[src/rtl/alu_rs_pkg.sv]
// Shared types, default sizes and helpers for the ALU reservation-station
// select stage and its round-robin arbiter.
package alu_rs_pkg;

    localparam int ENTRIES_DEF = 4;
    localparam int WIDTH_DEF   = 31;
    localparam int ROB_DEF     = 2;
    localparam int C_WIDTH_DEF = 3;

    // Widest request vector the index helper can encode.
    localparam int MAX_ENTRIES = 32;
    localparam int MAX_IDX_W   = 5;

    // One issued ALU operation at the default sizes.
    typedef struct packed {
        logic signed [WIDTH_DEF:0] src1;
        logic signed [WIDTH_DEF:0] src2;
        logic [C_WIDTH_DEF:0]      ctrl;
        logic [ROB_DEF:0]          rob;
    } alu_issue_t;

    // Encode a one-hot (or all-zero) vector into a binary index.
    function automatic logic [MAX_IDX_W-1:0] onehot_to_idx(input logic [MAX_ENTRIES-1:0] onehot);
        logic [MAX_IDX_W-1:0] idx;
        idx = '0;
        for (int i = 0; i < MAX_ENTRIES; i++) begin
            if (onehot[i]) begin
                idx = idx | MAX_IDX_W'(i);
            end else begin
                idx = idx;
            end
        end
        return idx;
    endfunction

endpackage

[src/rtl/alu_rs_select_if.sv]
// Issue handshake between the select stage (master) and the ALU (slave).
interface alu_rs_select_if #(
    parameter int WIDTH   = 31,
    parameter int ROB     = 2,
    parameter int C_WIDTH = 3
);
    logic                issueValid;
    logic                issueReady;
    logic signed [WIDTH:0] issueSrc1;
    logic signed [WIDTH:0] issueSrc2;
    logic [C_WIDTH:0]    issueCtrl;
    logic [ROB:0]        issueRob;

    modport master (
        output issueValid,
        output issueSrc1,
        output issueSrc2,
        output issueCtrl,
        output issueRob,
        input  issueReady
    );

    modport slave (
        input  issueValid,
        input  issueSrc1,
        input  issueSrc2,
        input  issueCtrl,
        input  issueRob,
        output issueReady
    );
endinterface

[src/rtl/alu_rs_select_rr_arbiter.sv]
// Combinational round-robin arbiter: grants the first requester at or after
// the pointer, wrapping around. Shared with other issue selectors.
module rr_arbiter
    import alu_rs_pkg::*;
#(
    parameter int ENTRIES = ENTRIES_DEF,
    localparam int PTR_W  = $clog2(ENTRIES)
) (
    input  logic [ENTRIES-1:0] req,
    input  logic [PTR_W-1:0]   pointer,
    output logic [ENTRIES-1:0] grant,
    output logic [PTR_W-1:0]   grant_idx
);

    logic             found_s;
    logic [PTR_W-1:0] idx_s;

    // Walk the entries starting at the pointer; the first requester wins.
    always_comb begin
        grant   = '0;
        found_s = 1'b0;
        idx_s   = pointer;
        for (int k = 0; k < ENTRIES; k++) begin
            idx_s = pointer + PTR_W'(k);
            if (req[idx_s] && !found_s) begin
                grant[idx_s] = 1'b1;
                found_s      = 1'b1;
            end else begin
                found_s = found_s;
            end
        end
    end

    assign grant_idx = PTR_W'(onehot_to_idx(MAX_ENTRIES'(grant)));

endmodule

[src/rtl/alu_rs_select.sv]
// ALU reservation-station select/issue stage: picks one requesting entry per
// cycle in round-robin order, latches its payload into the issue register,
// and pulses that entry's clear line.
module alu_rs_select
    import alu_rs_pkg::*;
#(
    parameter int ENTRIES = ENTRIES_DEF,
    parameter int WIDTH   = WIDTH_DEF,
    parameter int ROB     = ROB_DEF,
    parameter int C_WIDTH = C_WIDTH_DEF
) (
    input  logic                           clk,
    input  logic                           reset,
    input  logic                           flush,
    input  logic [ENTRIES-1:0]             selectReq,
    input  logic [ENTRIES*(WIDTH+1)-1:0]   src1,
    input  logic [ENTRIES*(WIDTH+1)-1:0]   src2,
    input  logic [ENTRIES*(C_WIDTH+1)-1:0] instrInfo,
    input  logic [ENTRIES*(ROB+1)-1:0]     instrRob,
    output logic [ENTRIES-1:0]             clear,
    alu_rs_select_if.master                iss
);

    localparam int PTR_W = $clog2(ENTRIES);

    // Registered state
    logic                  valid_r;
    logic signed [WIDTH:0] src1_r;
    logic signed [WIDTH:0] src2_r;
    logic [C_WIDTH:0]      ctrl_r;
    logic [ROB:0]          rob_r;
    logic [ENTRIES-1:0]    clear_r;
    logic [ENTRIES-1:0]    mask_r;
    logic [PTR_W-1:0]      ptr_r;

    // Next-state values
    logic                  valid_nxt_s;
    logic signed [WIDTH:0] src1_nxt_s;
    logic signed [WIDTH:0] src2_nxt_s;
    logic [C_WIDTH:0]      ctrl_nxt_s;
    logic [ROB:0]          rob_nxt_s;
    logic [ENTRIES-1:0]    clear_nxt_s;
    logic [ENTRIES-1:0]    mask_nxt_s;
    logic [PTR_W-1:0]      ptr_nxt_s;

    // Selection
    logic                  fire_s;
    logic                  free_s;
    logic                  grant_en_s;
    logic [ENTRIES-1:0]    req_s;
    logic [ENTRIES-1:0]    grant_s;
    logic [PTR_W-1:0]      grant_idx_s;
    logic signed [WIDTH:0] sel_src1_s;
    logic signed [WIDTH:0] sel_src2_s;
    logic [C_WIDTH:0]      sel_ctrl_s;
    logic [ROB:0]          sel_rob_s;

    // The entry granted last cycle still shows its request for one more
    // cycle before its busy bit drops, so it is masked out here.
    assign req_s      = selectReq & ~mask_r;
    assign fire_s     = valid_r & iss.issueReady;
    assign free_s     = ~valid_r | iss.issueReady;
    assign grant_en_s = free_s & (|req_s) & ~flush;

    rr_arbiter #(.ENTRIES(ENTRIES)) u_arb (
        .req       (req_s),
        .pointer   (ptr_r),
        .grant     (grant_s),
        .grant_idx (grant_idx_s)
    );

    // Route the granted entry's payload out of the packed entry buses.
    always_comb begin
        sel_src1_s = src1[int'(grant_idx_s)*(WIDTH+1) +: (WIDTH+1)];
        sel_src2_s = src2[int'(grant_idx_s)*(WIDTH+1) +: (WIDTH+1)];
        sel_ctrl_s = instrInfo[int'(grant_idx_s)*(C_WIDTH+1) +: (C_WIDTH+1)];
        sel_rob_s  = instrRob[int'(grant_idx_s)*(ROB+1) +: (ROB+1)];
    end

    // Next-state: flush drops the op, a grant loads a new one (possibly
    // back-to-back with a fire), a plain fire empties the register.
    always_comb begin
        valid_nxt_s = valid_r;
        src1_nxt_s  = src1_r;
        src2_nxt_s  = src2_r;
        ctrl_nxt_s  = ctrl_r;
        rob_nxt_s   = rob_r;
        clear_nxt_s = '0;
        mask_nxt_s  = '0;
        ptr_nxt_s   = ptr_r;
        if (flush) begin
            valid_nxt_s = 1'b0;
            src1_nxt_s  = '0;
            src2_nxt_s  = '0;
            ctrl_nxt_s  = '0;
            rob_nxt_s   = '0;
        end else if (grant_en_s) begin
            valid_nxt_s = 1'b1;
            src1_nxt_s  = sel_src1_s;
            src2_nxt_s  = sel_src2_s;
            ctrl_nxt_s  = sel_ctrl_s;
            rob_nxt_s   = sel_rob_s;
            clear_nxt_s = grant_s;
            mask_nxt_s  = grant_s;
            ptr_nxt_s   = grant_idx_s + PTR_W'(1);
        end else if (fire_s) begin
            valid_nxt_s = 1'b0;
        end else begin
            valid_nxt_s = valid_r;
        end
    end

    // State register with synchronous reset.
    always_ff @(posedge clk) begin
        if (reset) begin
            valid_r <= 1'b0;
            src1_r  <= '0;
            src2_r  <= '0;
            ctrl_r  <= '0;
            rob_r   <= '0;
            clear_r <= '0;
            mask_r  <= '0;
            ptr_r   <= '0;
        end else begin
            valid_r <= valid_nxt_s;
            src1_r  <= src1_nxt_s;
            src2_r  <= src2_nxt_s;
            ctrl_r  <= ctrl_nxt_s;
            rob_r   <= rob_nxt_s;
            clear_r <= clear_nxt_s;
            mask_r  <= mask_nxt_s;
            ptr_r   <= ptr_nxt_s;
        end
    end

    assign iss.issueValid = valid_r;
    assign iss.issueSrc1  = src1_r;
    assign iss.issueSrc2  = src2_r;
    assign iss.issueCtrl  = ctrl_r;
    assign iss.issueRob   = rob_r;
    assign clear          = clear_r;

endmodule

[src/flat_wrapper.sv]
// flat-port wrapper written by rule: the top's interface ports become plain ports
module alu_rs_select_flat import alu_rs_pkg::*;
#(
    parameter int ENTRIES = ENTRIES_DEF,
    parameter int WIDTH   = WIDTH_DEF,
    parameter int ROB     = ROB_DEF,
    parameter int C_WIDTH = C_WIDTH_DEF
)
  (clk, reset, flush, selectReq, src1, src2, instrInfo, instrRob, clear, iss_issueValid, iss_issueSrc1, iss_issueSrc2, iss_issueCtrl, iss_issueRob, iss_issueReady);
  alu_rs_select_if #(.WIDTH(WIDTH), .ROB(ROB), .C_WIDTH(C_WIDTH)) iss_i ();
  input  logic clk;
  input  logic reset;
  input  logic flush;
  input  logic [ENTRIES-1:0] selectReq;
  input  logic [ENTRIES*(WIDTH+1)-1:0] src1;
  input  logic [ENTRIES*(WIDTH+1)-1:0] src2;
  input  logic [ENTRIES*(C_WIDTH+1)-1:0] instrInfo;
  input  logic [ENTRIES*(ROB+1)-1:0] instrRob;
  output logic [ENTRIES-1:0] clear;
  output wire logic [$bits(iss_i.issueValid)-1:0] iss_issueValid;
  output wire logic [$bits(iss_i.issueSrc1)-1:0] iss_issueSrc1;
  output wire logic [$bits(iss_i.issueSrc2)-1:0] iss_issueSrc2;
  output wire logic [$bits(iss_i.issueCtrl)-1:0] iss_issueCtrl;
  output wire logic [$bits(iss_i.issueRob)-1:0] iss_issueRob;
  input wire logic [$bits(iss_i.issueReady)-1:0] iss_issueReady;
  assign iss_issueValid = iss_i.issueValid;
  assign iss_issueSrc1 = iss_i.issueSrc1;
  assign iss_issueSrc2 = iss_i.issueSrc2;
  assign iss_issueCtrl = iss_i.issueCtrl;
  assign iss_issueRob = iss_i.issueRob;
  assign iss_i.issueReady = iss_issueReady;
  alu_rs_select #(.ENTRIES(ENTRIES), .WIDTH(WIDTH), .ROB(ROB), .C_WIDTH(C_WIDTH)) u_core (.clk(clk), .reset(reset), .flush(flush), .selectReq(selectReq), .src1(src1), .src2(src2), .instrInfo(instrInfo), .instrRob(instrRob), .clear(clear), .iss(iss_i));
endmodule
[config.mk]
export PLATFORM = sky130hd
export DESIGN_NAME = alu_rs_select_flat
export DESIGN_NICKNAME = d
export VERILOG_FILES = /design/src/rtl/alu_rs_pkg.sv /design/src/rtl/alu_rs_select_if.sv /design/src/rtl/alu_rs_select_rr_arbiter.sv /design/src/rtl/alu_rs_select.sv /design/src/flat_wrapper.sv
export SDC_FILE = /design/constraint.sdc
export NUM_CORES = 1
export LEC_CHECK = 0
export CORE_AREA = 2 2 144 146
export CTS_BUF_LIST = sky130_fd_sc_hd__clkbuf_8
export CTS_CLUSTER_SIZE = 40
export DETAILED_ROUTE_END_ITERATION = 10
export DIE_AREA = 0 0 146 148
export GPL_ROUTABILITY_DRIVEN = 0
export HOLD_SLACK_MARGIN = 0.05
export MAX_ROUTING_LAYER = met4
export REMOVE_ABC_BUFFERS = 1
export SYNTH_ARGS = -nofsm -noshare
export SYNTH_HDL_FRONTEND = slang
export SYNTH_SLANG_ARGS = --single-unit
[constraint.sdc]
create_clock -name clk -period 8.4 [get_ports clk]
set_clock_uncertainty 0.2 [all_clocks]
set_input_delay 1.68 -clock clk [delete_from_list [all_inputs] [get_ports clk]]
set_output_delay 1.68 -clock clk [all_outputs]
set_load 0.05 [all_outputs]
==> out/metrics.cfg, run 1 <==
[drt]
ant_nets=0
drcViolationCount=0
vias=5343
routedWlPerCell_um=19.1
finalWirelength_mm=20.7
drt-pass1-iter-count=4
drtIter0Drc=177
drt-vias-per-instance=4.92

[power]
power_density_mw_per_mm2=235
leakagePower_uw=0.00326
peakVddDrop_uv=200

[clocking]
cts_tree=built
clk_pin_slew_ns=0.08
cts-root-buf=clkbuf_8
clk_latency_ns=0.35
cts_made_buffers=9
cts_hold_buf=0
clockBufferDepth=2
cts_setup_buffers=0
cts.sinks=78
cts.htree.levels=3
ctsResizeCount=0

[floorplan]
ioPinCount=368
floorplan.initialDensity=0.255
die_area_mm2=0.0216
fp.dieH_um=148
rows=52
coreArea_mm2=0.0200
die_w_um=146

[global_route]
grt_antenna_before_repair=0
grt_pass1_vias=5834
grt_max_degree=75
grt_pass1_wl_mm=31.0
grt_busiest_layer=met2
met1_usage=0.197
grt-ovfl-total=0
met3_usage=0.0562
use_met2=0.351
grtUsageTotal=0.190

[timing]
max_slew_margin=0.295
min_period_ns=5.97
finalCritPeriodShare=0.711
rsz0062_at_grt=no
hold_violations=0
finalSetupViolCount=0
hold_ws_ns=0.269
final_max_slew_viol_count=0
tightest_slew_ns=1.06
final.setup.worst_slack_ns=2.43
max_freq_mhz=167

[final_layout]
fin_cells=1087
stdcell_area_mm2=0.00905
drive_gt1_frac=0.197
final_util=0.452
diodes=0
area_delta_synth_final_pct=77.3
layout.nets=1111

[place]
dpl.hpwl_mm=15.6
post_dp_cell_area_mm2=0.00886
pre_cts_ws_ns=2.04
dp.cells=1072
numPortBuffers=367

[logic_synthesis]
synth_cell_types=44
synthCells=474
synth_area_per_cell_um2=10.8
seq_area_frac_synth=0.306
yosys_warnings=0
syn_area_mm2=0.00510
synth-seq-cells=78

[critical_path]
path_class=input port to flip-flop
cp_cell_sequence=clkdlybuf4s50_1, nor2b_1, mux4_2, a22o_1, a21o_1, a221oi_2, and2_2, buf_4, nand2b_4, buf_4, o21ai_1
cp.depth=11
critical_path.startpoint=selectReq[2]
crit_path_max_fanout=72
worstReg2RegStart=u_core.ptr_r[0]$_SDFFE_PP0P_
crit_path_frequent_cell=buf_4
crit_buf_inv=3
critPathTopFamily=buffers and inverters
r2r-end=u_core.iss.issueSrc1[18]$_SDFFE_PP0P_
endpoint=u_core.iss.issueSrc1[18]$_SDFFE_PP0P_
start_kind=input port
setup.worst_path.end_class=flip-flop
cp.arrival_ns=6.02
cpPeakStageDelay_ns=0.91
cp_slowest_cell=nand2b_4
reg2regPathDepth=11
required_ns=8.45
r2r_setup_slack_ns=3.40

[run]
cap_violations=0

[run_status]
status=completed

[min_path]
hold_path.class=flip-flop to flip-flop
holdCritStartpoint=u_core.iss.issueSrc2[25]$_SDFFE_PP0P_

where the power goes:
group	switching [µW]	total [µW]	internal (µW)
clock network	139	281	142
logic	773	1380	603
registers	39.2	468	429
total	952	2120	1170
registers in the layout, indices dropped and copies added, names as in the netlist:
register               cells
u_core.iss.issueValid      1
u_core.iss.issueRob        3
u_core.iss.issueCtrl       4
u_core.iss.issueSrc1      32
u_core.ptr_r               2
u_core.clear               4
u_core.iss.issueSrc2      32
cell usage after synthesis, drive strengths merged:
cell | number | area (µm²)
o211ai | 1 | 7.51
and2 | 1 | 6.26
ha | 6 | 75.1
nor3 | 5 | 25.0
clkbuf | 14 | 52.6
a21oi | 3 | 15.0
mux4 | 2 | 45.0
dfxtp | 78 | 1560
or4b | 1 | 10.0
mux2i | 71 | 711
o21ai | 73 | 591
nor4 | 1 | 12.5
xor2 | 1 | 8.76
mux2 | 71 | 800
a21o | 3 | 22.5
nor2 | 6 | 22.5
inv | 2 | 7.50
nor2b | 6 | 40.0
or4 | 1 | 7.51
nand2 | 6 | 25.0
and3 | 2 | 12.5
nand4 | 2 | 12.5
a22o | 3 | 26.3
nand3 | 2 | 10.0
a32oi | 71 | 622
nand2b | 3 | 21.3
a31oi | 2 | 12.5
a22oi | 1 | 7.51
or3 | 1 | 6.26
o31a | 1 | 8.76
a221oi | 3 | 38.8
buf | 31 | 280
cell type report:
type / instances / area [µm²]
Clock buffer: 10 / 138
Inverter: 2 / 7.51
Timing Repair Buffer: 373 / 3720
Sequential cell: 78 / 1560
Multi-Input combinational cell: 349 / 3230
Clock inverter: 5 / 51.3
Fill cell: 1952 / 11000
Tap cell: 270 / 338
placed cells by master, fill, tap and decap left out, types with 10 or more instances in the layout:
master	count
a32oi_1	71
dfxtp_1	78
o21ai_1	11
mux2i_1	71
clkdlybuf4s50_1	367
o21ai_2	60
mux2_2	69
clkbuf_8	10
per-stage QoR:
stage	setup TNS [ns]	power [µW]
after detailed placement	0	1860
after global routing	0	2250
after CTS	0	2160
after global placement	0	1840
after floorplan	-53.17	1440
final	0	2120
routing by layer:
layer / part of all wire / up-vias / wire length (µm)
met3: 0.070 / 29 / 1460
met1: 0.38 / 2510 / 7800
li1: - / 2564 / -
met2: 0.53 / 240 / 11000
met4: 0.020 / 0 / 422
met5: 0 / - / 0
worst min-delay path, cell delays in order (launching register included):
cell,delay (ns)
dfxtp_1,0.33
a32oi_1,0.07
o21ai_2,0.05
logic make-up after synthesis:
family / Yosys count / share of synthesized area
and+or+nand+nor: 37 / 0.0414
AOI/OAI and AO/OA: 161 / 0.265
DFF: 78 / 0.306
xor gates and xnor gates: 1 / 0.00172
muxes: 144 / 0.305
adders and majority gates: 6 / 0.0147
buffers and inverters: 47 / 0.0667
worst min-delay path by stage:
stage,to,slack [ns],cells after the start
after CTS,u_core.iss.issueSrc2[13]$_SDFFE_PP0P_,0.27,2
after global routing,u_core.iss.issueSrc1[9]$_SDFFE_PP0P_,0.29,2
after detailed placement,u_core.iss.issueSrc2[13]$_SDFFE_PP0P_,0.25,2
after global placement,u_core.iss.issueSrc2[28]$_SDFFE_PP0P_,0.25,2
final,u_core.iss.issueSrc2[25]$_SDFFE_PP0P_,0.27,2
after floorplan,u_core.ptr_r[1]$_SDFFE_PP0P_,0.30,2
Note: power is estimated with default switching activity, not from simulation.
==> run 2, diff against run 1 <==
CORE_AREA = 2 2 142 144   (was 2 2 144 146)
DIE_AREA = 0 0 144 146   (was 0 0 146 148)
clock period = 6.2 ns   (was 8.4 ns; I/O delays follow)
==> run 2 against run 1 <==
  * Sequential share of layout area shrank 0.11 points
  * Sequential power grew 35%
  * Power grew 38%
  * Critical path depth shrank 1
  * Utilization grew 1.9 points
  * Clock power grew 54%
  * Wire length grew 2.5%
  * Largest power group unchanged
==> out/metrics.cfg, run 2 (synthesis results as in run 1) <==
[drt]
drt-vias-per-instance=5.01  ; was 4.92
routedWlPerCell_um=19.5  ; was 19.1 µm
drcViolationCount=0  ; unchanged
drt-pass1-iter-count=4  ; unchanged
drtIter0Drc=193  ; was 177
finalWirelength_mm=21.2  ; was 20.7 mm
vias=5436  ; was 5343
ant_nets=0  ; unchanged

[min_path]
hold_path.class=flip-flop to flip-flop  ; unchanged
holdCritStartpoint=u_core.iss.issueSrc2[25]$_SDFFE_PP0P_  ; unchanged

[critical_path]
setup.worst_path.end_class=flip-flop  ; unchanged
r2r_setup_slack_ns=2.03  ; was 3.40 ns
cp.arrival_ns=4.61  ; was 6.02 ns
crit_path_max_fanout=34  ; was 72
cpPeakStageDelay_ns=0.57  ; was 0.91 ns
path_class=input port to flip-flop  ; unchanged
critical_path.startpoint=selectReq[3]  ; was selectReq[2]
cp_slowest_cell=nand2_4  ; was nand2b_4
required_ns=6.23  ; was 8.45 ns
cp_cell_sequence=clkdlybuf4s50_1, nor2b_1, and3_1, o21ai_0, a31oi_1, a221oi_2, nand2_4, buf_4, mux2i_1, o21ai_2  ; was clkdlybuf4s50_1, nor2b_1, mux4_2, a22o_1, a21o_1, a221oi_2, and2_2, buf_4, nand2b_4, buf_4, o21ai_1
worstReg2RegStart=u_core.ptr_r[0]$_SDFFE_PP0P_  ; unchanged
start_kind=input port  ; unchanged

[floorplan]
die_w_um=144  ; was 146 µm
die_area_mm2=0.0210  ; was 0.0216 mm²
coreArea_mm2=0.0193  ; was 0.0200 mm²
floorplan.initialDensity=0.264  ; was 0.255
fp.dieH_um=146  ; was 148 µm
rows=51  ; was 52
ioPinCount=368  ; unchanged

[final_layout]
fin_cells=1086  ; was 1087
num-fill-cells=1806  ; was 1952
layout.nets=1113  ; was 1111
register_area_mm2=0.00156  ; unchanged
drive_gt1_frac=0.200  ; was 0.197
final_common_cell=clkdlybuf4s50_1  ; unchanged
final_cell_mix=clkdlybuf4s50_1, dfxtp_1, mux2i_1, a32oi_1, mux2_2  ; unchanged
multiInputGateArea_mm2=0.00323  ; unchanged
area_delta_synth_final_pct=78.5  ; was 77.3%

[clocking]
cts.sinks=78  ; unchanged
cts_tree=built  ; unchanged
cts-root-buf=clkbuf_8  ; unchanged
clk_pin_slew_ns=0.08  ; about the same
clk_latency_ns=0.34  ; was 0.35 ns
ctsResizeCount=0  ; unchanged
cts_setup_buffers=0  ; unchanged
cts_made_buffers=9  ; unchanged
cts_hold_buf=0  ; unchanged
clockBufferDepth=2  ; unchanged
cts.htree.levels=3  ; unchanged

[timing]
max_slew_margin=0.386  ; was 0.295
hold_ws_ns=0.272  ; was 0.269 ns
hold_violations=0  ; unchanged
final_max_slew_viol_count=0  ; unchanged
finalCritPeriodShare=0.739
tightest_slew_ns=0.920  ; was 1.06 ns
fin_tns_setup_ns=0  ; unchanged
min_period_ns=4.58
finalSetupViolCount=0  ; unchanged
rsz0062_at_grt=no  ; unchanged
max_freq_mhz=218

[place]
dp.cells=1069  ; was 1072
dpl.hpwl_mm=15.6  ; about the same
numPortBuffers=367  ; unchanged

[global_route]
grt_pass1_vias=5678  ; was 5834
grt_max_degree=72  ; was 75
grt-ovfl-total=0  ; unchanged
grt_pass1_wl_mm=31.7  ; was 31.0 mm
grtUsageTotal=0.202  ; was 0.190
grt_antenna_before_repair=2  ; was 0

[run]
cap_violations=0  ; unchanged

[power]
peakVddDrop_uv=453  ; was 200 µV
leakagePower_uw=0.00328  ; was 0.00326 µW
power_density_mw_per_mm2=323  ; was 235 mW/mm²

[run_status]
status=completed  ; unchanged

run 2: cell count changes in the layout (fill, tap and decap cells not counted), sizes merged:
cell,delta
diode,+2
clkinv,-1
clkinvlp,+1
buf,+2
bufinv,+1
inv,-1
run 2: final timing paths:
path	cells after the start	to
min	2	u_core.iss.issueSrc2[25]$_SDFFE_PP0P_
max reg2reg	11	u_core.iss.issueSrc1[8]$_SDFFE_PP0P_
min reg2reg	2	u_core.iss.issueSrc2[25]$_SDFFE_PP0P_
max	10	u_core.iss.issueSrc1[8]$_SDFFE_PP0P_
run 2: critical path, delay by kind of cell:
| kind | cells | cell delay (ns) |
|---|---|---|
| and+or+nand+nor | 3 | 1.18 |
| buffers and inverters | 2 | 0.98 |
| AOI/OAI and AO/OA | 4 | 0.90 |
| muxes | 1 | 0.30 |
run 2: layer usage:
metal / share of wire / GRT usage
met1: 0.39 / 0.217
met2: 0.52 / 0.353
met3: 0.073 / 0.0503
met4: 0.026 / 0.0784
met5: 0 / -
run 2: where the power goes:
| group | total [µW] | switching (µW) | leakage, µW | internal, µW |
|---|---|---|---|---|
| clock | 434 | 198 | 0.000105 | 236 |
| combinational | 1880 | 1050 | 0.00254 | 823 |
| sequential | 632 | 51.5 | 0.000635 | 580 |
| total | 2940 | 1300 | 0.00328 | 1640 |
run 2: layout make-up:
class / instances / share of cell area
repair buffers: 375 / 0.411
flip-flops and latches: 78 / 0.171
well taps: 265 / 0.0364
multi-input cells: 349 / 0.355
clock inverters: 5 / 0.00920
inverters: 2 / 0.000824
diodes: 2 / 0.000550
clock buffers: 10 / 0.0151
run 2: per-stage QoR:
stage	power [µW]	cell area, µm²	utilization	setup slack [ns]
finish	2940	9110	0.471	1.62
global route	3100	9110	0.471	1.33
CTS	2980	9100	0.471	1.66
detailed placement	2530	8880	0.459	1.27
global placement	2500	8880	0.459	1.42
floorplan	1950	4770	-	-2.52
==> patch: new RTL, settings of run 2 <==
Set the package constant `C_WIDTH_DEF` to 6 (it was 3).
--- a/src/rtl/alu_rs_pkg.sv
+++ b/src/rtl/alu_rs_pkg.sv
@@ -7,3 +7,3 @@
     localparam int ROB_DEF     = 2;
-    localparam int C_WIDTH_DEF = 3;
+    localparam int C_WIDTH_DEF = 6;
 
Ports: changed (resized instrInfo and iss_issueCtrl); port bits go from 368 to 383. No check against the original RTL was run, so the function may have changed too.
==> patch against run 2 <==
Global-route usage increased by 1.3 points; area after synthesis decreased by 2.4%; worst setup slack improved by 47 ps; power increased by 1.4%; final area increased by 1.1%; sequential cell count increased by 3; first-iteration DRC count increased by 8.8%; wire length increased by 7.0%; non-clock buffer count increased by 14; synthesized cell count increased by 3.8%; critical endpoint is now u_core.iss.issueSrc1[27]; largest power group unchanged; highest routed layer unchanged.
==> patch: results (changes against run 2) <==
Run status: finished clean (unchanged). The number of buffers added by the clock tree synthesis step was 9 (unchanged). The share of total power in the clock network came to 15.6% (was 14.8%). The internal power consumption came out at 0.00168 W (was 0.00164 W).

The count of port buffers added during placement came out at 382 (was 367). The critical path startpoint was selectReq[0] (was selectReq[3]). The post-detailed-route via-to-cell ratio is 4.88 (was 5.01). The initial antenna violation count is 3 (was 2). The arrival time at the worst endpoint was 4590 ps (was 4610 ps). The static power due to leakage came out at 3.29 nW (was 3.28 nW). The global-route wire length before repair came out at 33100 um (was 31700 um). The capture endpoint of the worst hold path is u_core.iss.issueSrc1[15] (was u_core.iss.issueSrc2[25]). The net count reported at finish is 1154 (was 1113). The power in the clock group is 0.000465 W (was 0.000434 W). The overall routing resource usage is 21.5% (was 20.2%).

The clock insertion delay at the later pin of the skew report came out at 370 ps (was 340 ps). The area after detailed placement is 8970 um^2 (was 8880 um^2). Top post-synthesis cells by count: sky130_fd_sc_hd__dfxtp_1, sky130_fd_sc_hd__a32oi_1, sky130_fd_sc_hd__mux2i_1 (unchanged). The largest vdd supply drop is 0.287 mV (was 0.453 mV). The endpoint of the worst register-to-register path is u_core.iss.issueSrc1[26] (was u_core.iss.issueSrc1[8]). The sequential fraction of the synthesis area is 32.5% (was 30.6%).

The average wire per cell in the routed design is 20.4 um (was 19.5 um). The setup slack after placement came out at 1300 ps (was 1270 ps). The ratio of cells with drive above 1 in the final layout was 10.1% (was 20.0%).

The relative slew slack is 36.9% (was 38.6%). The number of DRC violations after detailed routing is 0 (unchanged). The detailed router's first-iteration violation count came out at 210 (was 193).

The maximum number of pins on one net before global-route repair came out at 78 (was 72). The slack of the critical path is 1660 ps (was 1620 ps). The endpoint of the worst setup timing path was u_core.iss.issueSrc1[27] (was u_core.iss.issueSrc1[8]). The HPWL reported at the end of detailed placement came to 16600 um (was 15600 um). The cell count of the worst hold path was 2 (unchanged). The startpoint of the tightest hold check path is u_core.iss.issueSrc1[15] (was u_core.iss.issueSrc2[25]). The via count of the first global-routing pass came out at 5871 (was 5678). The number of distinct library cells after synthesis is 42 (was 44). The power drawn by the sequential cells is 0.000654 W (was 0.000632 W). Largest cells by area after synthesis: sky130_fd_sc_hd__dfxtp_1, sky130_fd_sc_hd__mux2i_1, sky130_fd_sc_hd__a32oi_1 (was sky130_fd_sc_hd__dfxtp_1, sky130_fd_sc_hd__mux2_2, sky130_fd_sc_hd__mux2i_1). The largest driver fanout on the critical path is 42 (was 34).

The source of the worst register-to-register timing path is u_core.ptr_r[0] (unchanged).
==> patch: cell families (layout without fill, tap and decap cells) <==
| logic type | Yosys count | in the layout | share of synthesized area, % |
|---|---|---|---|
| compound gates | 167 | 167 | 23.8 |
| mux | 150 | 150 | 32.5 |
| flops | 81 | 81 | 32.5 |
| buf+inv | 50 | 406 | 5.40 |
| simple gates | 37 | 37 | 4.09 |
| fa+ha+maj | 6 | 6 | 1.51 |
| xor+xnor | 1 | 1 | 0.176 |
| other cells | 0 | 3 | 0 |
==> patch: metrics by stage <==
stage	hold WS, ps	cells
after global routing	300	1116
after floorplan	305	444
final	271	1116
after CTS	274	1113
after global placement	246	1098
after detailed placement	254	1098
==> patch: critical path, cell delays in order <==
cell and delay, ps:
sky130_fd_sc_hd__clkdlybuf4s50_1 410, sky130_fd_sc_hd__nor2b_1 210, sky130_fd_sc_hd__mux4_2 570, sky130_fd_sc_hd__a22o_1 260, sky130_fd_sc_hd__a21o_1 160, sky130_fd_sc_hd__a221oi_2 410, sky130_fd_sc_hd__and2_2 250, sky130_fd_sc_hd__nand2b_2 630
sky130_fd_sc_hd__buf_12 290, sky130_fd_sc_hd__o21ai_0 130
==> patch: layout make-up <==
| class | count | area (um^2) |
|---|---|---|
| fillers | 1896 | 10100 |
| multi-input cells | 361 | 3110 |
| inverters | 2 | 7.51 |
| well taps | 265 | 332 |
| clock inverters | 3 | 63.8 |
| diodes | 3 | 7.51 |
| flip-flops and latches | 81 | 1620 |
| clock buffers | 12 | 165 |
| repair buffers | 389 | 3900 |
==> patch: layer usage <==
layer	GRT usage, %	wire, um
met5	-	0
met4	5.83	357
met3	6.78	1560
met2	37.6	11800
met1	23.4	9000
